[config.mk]
export PLATFORM = sky130hd
export DESIGN_NAME = ram_hs_responder
export DESIGN_NICKNAME = d
export VERILOG_FILES = /design/src/rtl/ram_hs_responder.sv
export SDC_FILE = /design/constraint.sdc
export NUM_CORES = 1
export LEC_CHECK = 0
export CORE_AREA = 2 2 110 112
export CTS_CLUSTER_DIAMETER = 50
export DETAILED_ROUTE_END_ITERATION = 10
export DIE_AREA = 0 0 112 114
export PLACE_DENSITY = 0.67
export SYNTH_ARGS = -nofsm -noshare
export SYNTH_HDL_FRONTEND = slang
export SYNTH_SLANG_ARGS = --single-unit
[constraint.sdc]
create_clock -name clk -period 2.9 [get_ports clk]
set_input_delay 0.725 -clock clk [delete_from_list [all_inputs] [get_ports clk]]
set_output_delay 0.725 -clock clk [all_outputs]
set_load 0.05 [all_outputs]
[src/rtl/ram_hs_responder.sv]
// Single-beat write/read memory responder with a 2-entry read response queue.
// Tracks written locations and flags reads of never-written words.
module ram_hs_responder #(
    parameter int ADDR_W = 4,
    parameter int DATA_W = 4,
    parameter int DEPTH  = 16,
    parameter int CNT_W  = 8
) (
    input  logic              clk,
    input  logic              rst,
    input  logic              req_valid,
    output logic              req_ready,
    input  logic              req_wr,
    input  logic [ADDR_W-1:0] req_addr,
    input  logic [DATA_W-1:0] req_wdata,
    output logic              rsp_valid,
    input  logic              rsp_ready,
    output logic [DATA_W-1:0] rsp_rdata,
    output logic              rsp_err,
    output logic [CNT_W-1:0]  wr_cnt,
    output logic [CNT_W-1:0]  rd_cnt
);

    typedef enum logic [1:0] {
        IDLE = 2'd0,
        ONE  = 2'd1,
        FULL = 2'd2
    } state_t;

    state_t              state_q;
    logic [DATA_W-1:0]   mem_q [DEPTH];
    logic [DEPTH-1:0]    written_q;
    logic [DATA_W-1:0]   q_data_q [2];
    logic                q_err_q [2];
    logic [CNT_W-1:0]    wr_cnt_q;
    logic [CNT_W-1:0]    rd_cnt_q;

    logic                pop;
    logic                accept;
    logic                push;
    logic                wr_accept;
    logic [DATA_W-1:0]   rd_data_d;
    logic                rd_err_d;

    // A full queue may still accept when its head is popped on the same edge.
    assign rsp_valid = (state_q != IDLE);
    assign pop       = rsp_valid && rsp_ready;
    assign req_ready = !rst && ((state_q != FULL) || pop);
    assign accept    = req_valid && req_ready;
    assign push      = accept && !req_wr;
    assign wr_accept = accept && req_wr;

    assign rd_data_d = mem_q[req_addr];
    assign rd_err_d  = !written_q[req_addr];

    assign rsp_rdata = q_data_q[0];
    assign rsp_err   = q_err_q[0];
    assign wr_cnt    = wr_cnt_q;
    assign rd_cnt    = rd_cnt_q;

    always_ff @(posedge clk) begin
        if (rst) begin
            for (int i = 0; i < DEPTH; i++) begin
                mem_q[i] <= '0;
            end
            written_q <= '0;
        end else if (wr_accept) begin
            mem_q[req_addr]     <= req_wdata;
            written_q[req_addr] <= 1'b1;
        end
    end

    // Entry 0 is always the head; entry 1 shifts forward on a pop from FULL.
    always_ff @(posedge clk) begin
        if (rst) begin
            state_q     <= IDLE;
            q_data_q[0] <= '0;
            q_data_q[1] <= '0;
            q_err_q[0]  <= 1'b0;
            q_err_q[1]  <= 1'b0;
            wr_cnt_q    <= '0;
            rd_cnt_q    <= '0;
        end else begin
            if (wr_accept) begin
                wr_cnt_q <= wr_cnt_q + CNT_W'(1);
            end
            if (push) begin
                rd_cnt_q <= rd_cnt_q + CNT_W'(1);
            end
            case (state_q)
                IDLE: begin
                    if (push) begin
                        q_data_q[0] <= rd_data_d;
                        q_err_q[0]  <= rd_err_d;
                        state_q     <= ONE;
                    end
                end
                ONE: begin
                    if (push && pop) begin
                        q_data_q[0] <= rd_data_d;
                        q_err_q[0]  <= rd_err_d;
                    end else if (push) begin
                        q_data_q[1] <= rd_data_d;
                        q_err_q[1]  <= rd_err_d;
                        state_q     <= FULL;
                    end else if (pop) begin
                        state_q     <= IDLE;
                    end
                end
                FULL: begin
                    if (pop) begin
                        q_data_q[0] <= q_data_q[1];
                        q_err_q[0]  <= q_err_q[1];
                        if (push) begin
                            q_data_q[1] <= rd_data_d;
                            q_err_q[1]  <= rd_err_d;
                        end else begin
                            state_q <= ONE;
                        end
                    end
                end
                default: begin
                    state_q <= IDLE;
                end
            endcase
        end
    end

endmodule

==> results of run 1 <==
## synth_stat cells (2+ instances only)
master,count
sky130_fd_sc_hd__edfxtp_1,74
sky130_fd_sc_hd__and2_1,65
sky130_fd_sc_hd__dfxtp_1,34
sky130_fd_sc_hd__or2_2,21
sky130_fd_sc_hd__mux4_2,18
sky130_fd_sc_hd__clkbuf_1,16
sky130_fd_sc_hd__o21ba_2,16
sky130_fd_sc_hd__nor2_1,15
sky130_fd_sc_hd__nand2_1,14
sky130_fd_sc_hd__mux2i_1,13
sky130_fd_sc_hd__a21oi_1,10
sky130_fd_sc_hd__nand2b_1,9
sky130_fd_sc_hd__buf_4,8
sky130_fd_sc_hd__nand3_1,8
sky130_fd_sc_hd__nor3_2,8
sky130_fd_sc_hd__nor4_1,6
sky130_fd_sc_hd__xnor2_1,6
sky130_fd_sc_hd__nor3_1,5
sky130_fd_sc_hd__o21ai_0,5
sky130_fd_sc_hd__inv_1,4
sky130_fd_sc_hd__a222oi_1,3
sky130_fd_sc_hd__a22oi_1,3
sky130_fd_sc_hd__o31ai_1,3
sky130_fd_sc_hd__or3_1,3
sky130_fd_sc_hd__or4_1,3
sky130_fd_sc_hd__a22o_1,2
sky130_fd_sc_hd__and3_1,2
sky130_fd_sc_hd__buf_2,2
sky130_fd_sc_hd__buf_6,2
sky130_fd_sc_hd__ha_1,2
sky130_fd_sc_hd__nand3b_1,2
sky130_fd_sc_hd__nor2b_1,2
sky130_fd_sc_hd__nor4_2,2
sky130_fd_sc_hd__nor4b_1,2
sky130_fd_sc_hd__o21bai_1,2
sky130_fd_sc_hd__o22a_1,2
## logic make-up (layout without fill, tap and decap cells)
group | after synthesis | count (layout) | share of synthesized area (%)
flip-flops | 108 | 108 | 56.09
adder cells (fa/ha/maj) | 2 | 2 | 0.4835
AO/OA/AOI/OAI | 53 | 53 | 8.172
multiplexers | 32 | 32 | 10.57
XOR/XNOR | 6 | 6 | 1.015
AND/OR/NAND/NOR | 171 | 171 | 20.36
buffers and inverters | 33 | 92 | 3.312
## cell type report
cell class                      instances  area [um^2]  share of cell area [%]
Sequential cell                       108         2903                   47.49
Multi-Input combinational cell        264         2101                   34.37
Timing Repair Buffer                   72        645.6                   10.56
Clock buffer                           14        254.0                   4.156
Tap cell                              147        183.9                   3.009
Inverter                                4        15.01                  0.2457
Clock inverter                          2        10.01                  0.1638
## final timing paths
kind / endpoint / slack [ns]
min: wr_cnt[7] / 0.47
min reg2reg: wr_cnt[7] / 0.47
max reg2reg: mem_q[8][3] / 0.91
max: req_ready / 0.39
## cells in the final DEF, fill, tap and decap left out, types with 3 or more instances in the layout
master,Yosys,layout
sky130_fd_sc_hd__edfxtp_1,74,74
sky130_fd_sc_hd__and2_1,65,65
sky130_fd_sc_hd__buf_4,8,36
sky130_fd_sc_hd__dfxtp_1,34,34
sky130_fd_sc_hd__clkdlybuf4s50_1,0,33
sky130_fd_sc_hd__or2_2,21,21
sky130_fd_sc_hd__mux4_2,18,18
sky130_fd_sc_hd__o21ba_2,16,16
sky130_fd_sc_hd__nor2_1,15,15
sky130_fd_sc_hd__nand2_1,14,14
sky130_fd_sc_hd__mux2i_1,13,13
sky130_fd_sc_hd__a21oi_1,10,10
sky130_fd_sc_hd__nand2b_1,9,9
sky130_fd_sc_hd__clkbuf_16,0,9
sky130_fd_sc_hd__nand3_1,8,8
sky130_fd_sc_hd__nor3_2,8,8
sky130_fd_sc_hd__nor4_1,6,6
sky130_fd_sc_hd__xnor2_1,6,6
sky130_fd_sc_hd__nor3_1,5,5
sky130_fd_sc_hd__o21ai_0,5,5
sky130_fd_sc_hd__inv_1,4,4
sky130_fd_sc_hd__clkbuf_1,16,4
sky130_fd_sc_hd__a22oi_1,3,3
sky130_fd_sc_hd__a222oi_1,3,3
sky130_fd_sc_hd__or3_1,3,3
sky130_fd_sc_hd__o31ai_1,3,3
sky130_fd_sc_hd__or4_1,3,3
## registers in the layout, indices dropped and copies added, names as in the netlist
| register | flops |
|---|---|
| written_q | 16 |
| state_q | 2 |
| q_err_q | 2 |
| wr_cnt | 8 |
| rd_cnt | 8 |
| q_data_q | 8 |
| mem_q | 64 |
## power by group through the flow
| stage | Clock [uW] | Sequential (uW) | Combinational (uW) |
|---|---|---|---|
| 6_report | 1120 | 1710 | 290 |
| 5_1_grt | 1200 | 1710 | 311 |
| 4_1_cts | 1140 | 1710 | 291 |
| 3_5_place_dp | 0 | 1740 | 290 |
| 3_3_place_gp | 0 | 1740 | 286 |
| 2_1_floorplan | 0 | 1740 | 186 |
## layer usage
metal / vias up / track usage [%]
li1: 1604 / -
met1: 1629 / 24.60
met2: 100 / 29.70
met3: 18 / 4.357
met4: 0 / 8.049
met5: - / 0
## per-stage QoR
stage	hold WS, ns	utilization [%]	cells	area [um^2]
CTS	0.4739	52.19	611	6112
detailed placement	0.4649	49.94	595	5848
floorplan	0.4531	-	405	5175
global placement	0.4462	49.94	595	5848
finish	0.4658	52.19	611	6112
global route	0.4775	52.19	611	6112
## critical path, delay by kind of cell
kind / cells / cell delay (ns)
buffers and inverters: 3 / 0.81
AND/OR/NAND/NOR: 2 / 0.24
==> Implementation_results.wiki, run 1 <==
{| class="wikitable"
! Metric !! Value
|-
| Post-synthesis to final-layout area growth || 18.11%
|-
| Synth top area share || 42.94%
|-
| Final total negative setup slack || 0 ns
|-
| Post-synth EDFFs || 74
|-
| Detailed-route via count || 3,351
|-
| Worst Reg-to-Reg Cells || 5
|-
| Fmax || 398.8 MHz
|-
| Inserted Clock Buffers || 9
|-
| Die W || 112 um
|-
| Number of setup buffers added after CTS || 0
|-
| NetSw || 707.5 uW
|-
| Top sig layer || met4
|-
| Number of iterations in the first detailed-routing pass || 5
|-
| Clock tree from TritonCTS || yes
|-
| Number of global-route vias before repair || 3,358
|-
| Initial antenna violation count || 0
|-
| Setup crit start || rsp_ready
|-
| Number of ports placed on the die boundary || 36
|-
| Number of endpoints with negative hold slack in the final report || 0
|-
| Primary flip-flop cell chosen by synthesis mapping || sky130_fd_sc_hd__edfxtp_1
|-
| Unique cell type count in the Yosys netlist || 49
|-
| Share of total power in sequential cells || 54.8%
|-
| Cts hold-fix bufs || 0
|-
| Slowest library cell on the worst path || sky130_fd_sc_hd__clkdlybuf4s50_1
|-
| Critical path peak fanout || 9
|-
| Share of async-settable or async-resettable flops after synthesis || 0%
|-
| Pre-CTS setup slack || 0.1158 ns
|-
| Delay of the slowest critical-path stage || 0.43 ns
|-
| Number of buffers on the longest clock path || 2
|-
| Largest area contributor in the netlist || sky130_fd_sc_hd__edfxtp_1
|-
| PD cells || 511.0 nW/um^2
|-
| Core Area || 11,710 um^2
|-
| Unrepaired setup endpoints after global routing || no
|-
| Total chip power || 3123 uW
|-
| Seq cells post-synth || 108
|-
| PostCTS Resize Cnt || 0
|-
| Instance count of the mapped netlist || 405
|-
| Synthesized Nets || 420
|-
| Detail Route met2 WL || 5236 um
|-
| Global placer's final weighted congestion || 0.8228
|-
| Setup clock skew after layout || 0.005715 ns
|-
| Most frequent CP cell || sky130_fd_sc_hd__buf_4
|-
| Critical path endpoint category || primary output
|-
| Count of buffers inserted at the top-level ports || 35
|-
| Remaining design rule violation count || 0
|-
| Actual slew at the worst max-slew pin || 0.7151 ns
|-
| Crit path required time || 2.17 ns
|-
| Post-route minimum period || 2.507 ns
|-
| Main area contributors after synthesis || sky130_fd_sc_hd__edfxtp_1 43%, sky130_fd_sc_hd__dfxtp_1 13%, sky130_fd_sc_hd__and2_1 7.9%
|-
| Worst supply voltage drop on vdd || 291.4 uV
|-
| Met3 routed WL || 647 um
|-
| Num Clock Sinks || 108
|-
| Antenna diode instance count || 0
|-
| Clock latency on the worst-skew pair || 0.35 ns
|-
| Net count reported at finish || 474
|-
| Internal power || 2416 uW
|-
| Root buf cell || sky130_fd_sc_hd__clkbuf_16
|-
| Launch point of the worst hold path || wr_cnt[7]
|-
| Category of the most critical setup path || primary input to primary output
|-
| Cell Area, Synth || 5175 um^2
|-
| Headroom to the max-slew limit || 52.18%
|-
| Post-synthesis average cell area || 12.78 um^2
|-
| Vias per std cell || 5.484
|-
| Clock slew seen by the registers of the worst setup and hold paths || 0.06 ns
|-
| Initial core utilization || 44.19%
|-
| Global-route wire length before repair || 17,850 um
|-
| Switching Fraction || 22.65%
|-
| WL met1 || 4965 um
|-
| Portion of the post-synthesis area used by sequential elements || 56.09%
|-
| Critical path cell sequence || clkdlybuf4s50_1, nor3b_2, buf_4, nor2_1, buf_4
|-
| Wire length after detailed routing || 11,120 um
|-
| Result of the run || finished, final reports clean
|-
| Class of the worst hold path || register to register
|-
| Clock network fraction of total power || 35.9%
|-
| Leakage || 0.002228 uW
|-
| Overall die area || 12,770 um^2
|-
| Final-report max-slew violation count || 0
|-
| Fill cell count || 1,008
|-
| Drt first-iter violations || 296
|-
| Final worst-path cycle share || 86.46%
|-
| Yosys synthesis warning count || 0
|-
| Number of H-tree branching levels || 3
|-
| Worst reg2reg path startpoint || state_q[1]
|-
| Max-cap violation count || 0
|-
| Global router's overall resource usage || 18.62%
|-
| Post-detail-place hpwl || 8164 um
|-
| Number of routed nets with antenna violations || 0
|-
| Layout cell share with drive strength beyond 1 || 26.08%
|-
| Arrival time worst endpoint || 1.78 ns
|-
| Chip height || 114 um
|-
| Remaining Overflow, GRT || 0
|-
| Row cnt || 40
|-
| Setup slack of the critical path after layout || 0.3926 ns
|-
| Setup violation total in the final timing report || 0
|-
| Nature of the critical path startpoint || primary input
|-
| Cell depth of the worst min-delay path || 1
|-
| Largest net degree at the start of global routing || 26
|-
| Routed WL per cell || 18.19 um
|-
| Fraction of power consumed by combinational cells || 9.3%
|}
Power figures use the tool's default switching activity.
==> run 2, diff against run 1 <==
Settings changed: CTS_CLUSTER_SIZE from default to 8.
==> results of run 2 <==
Same layout as run 1: the final DEF is identical, and so are final timing and power.
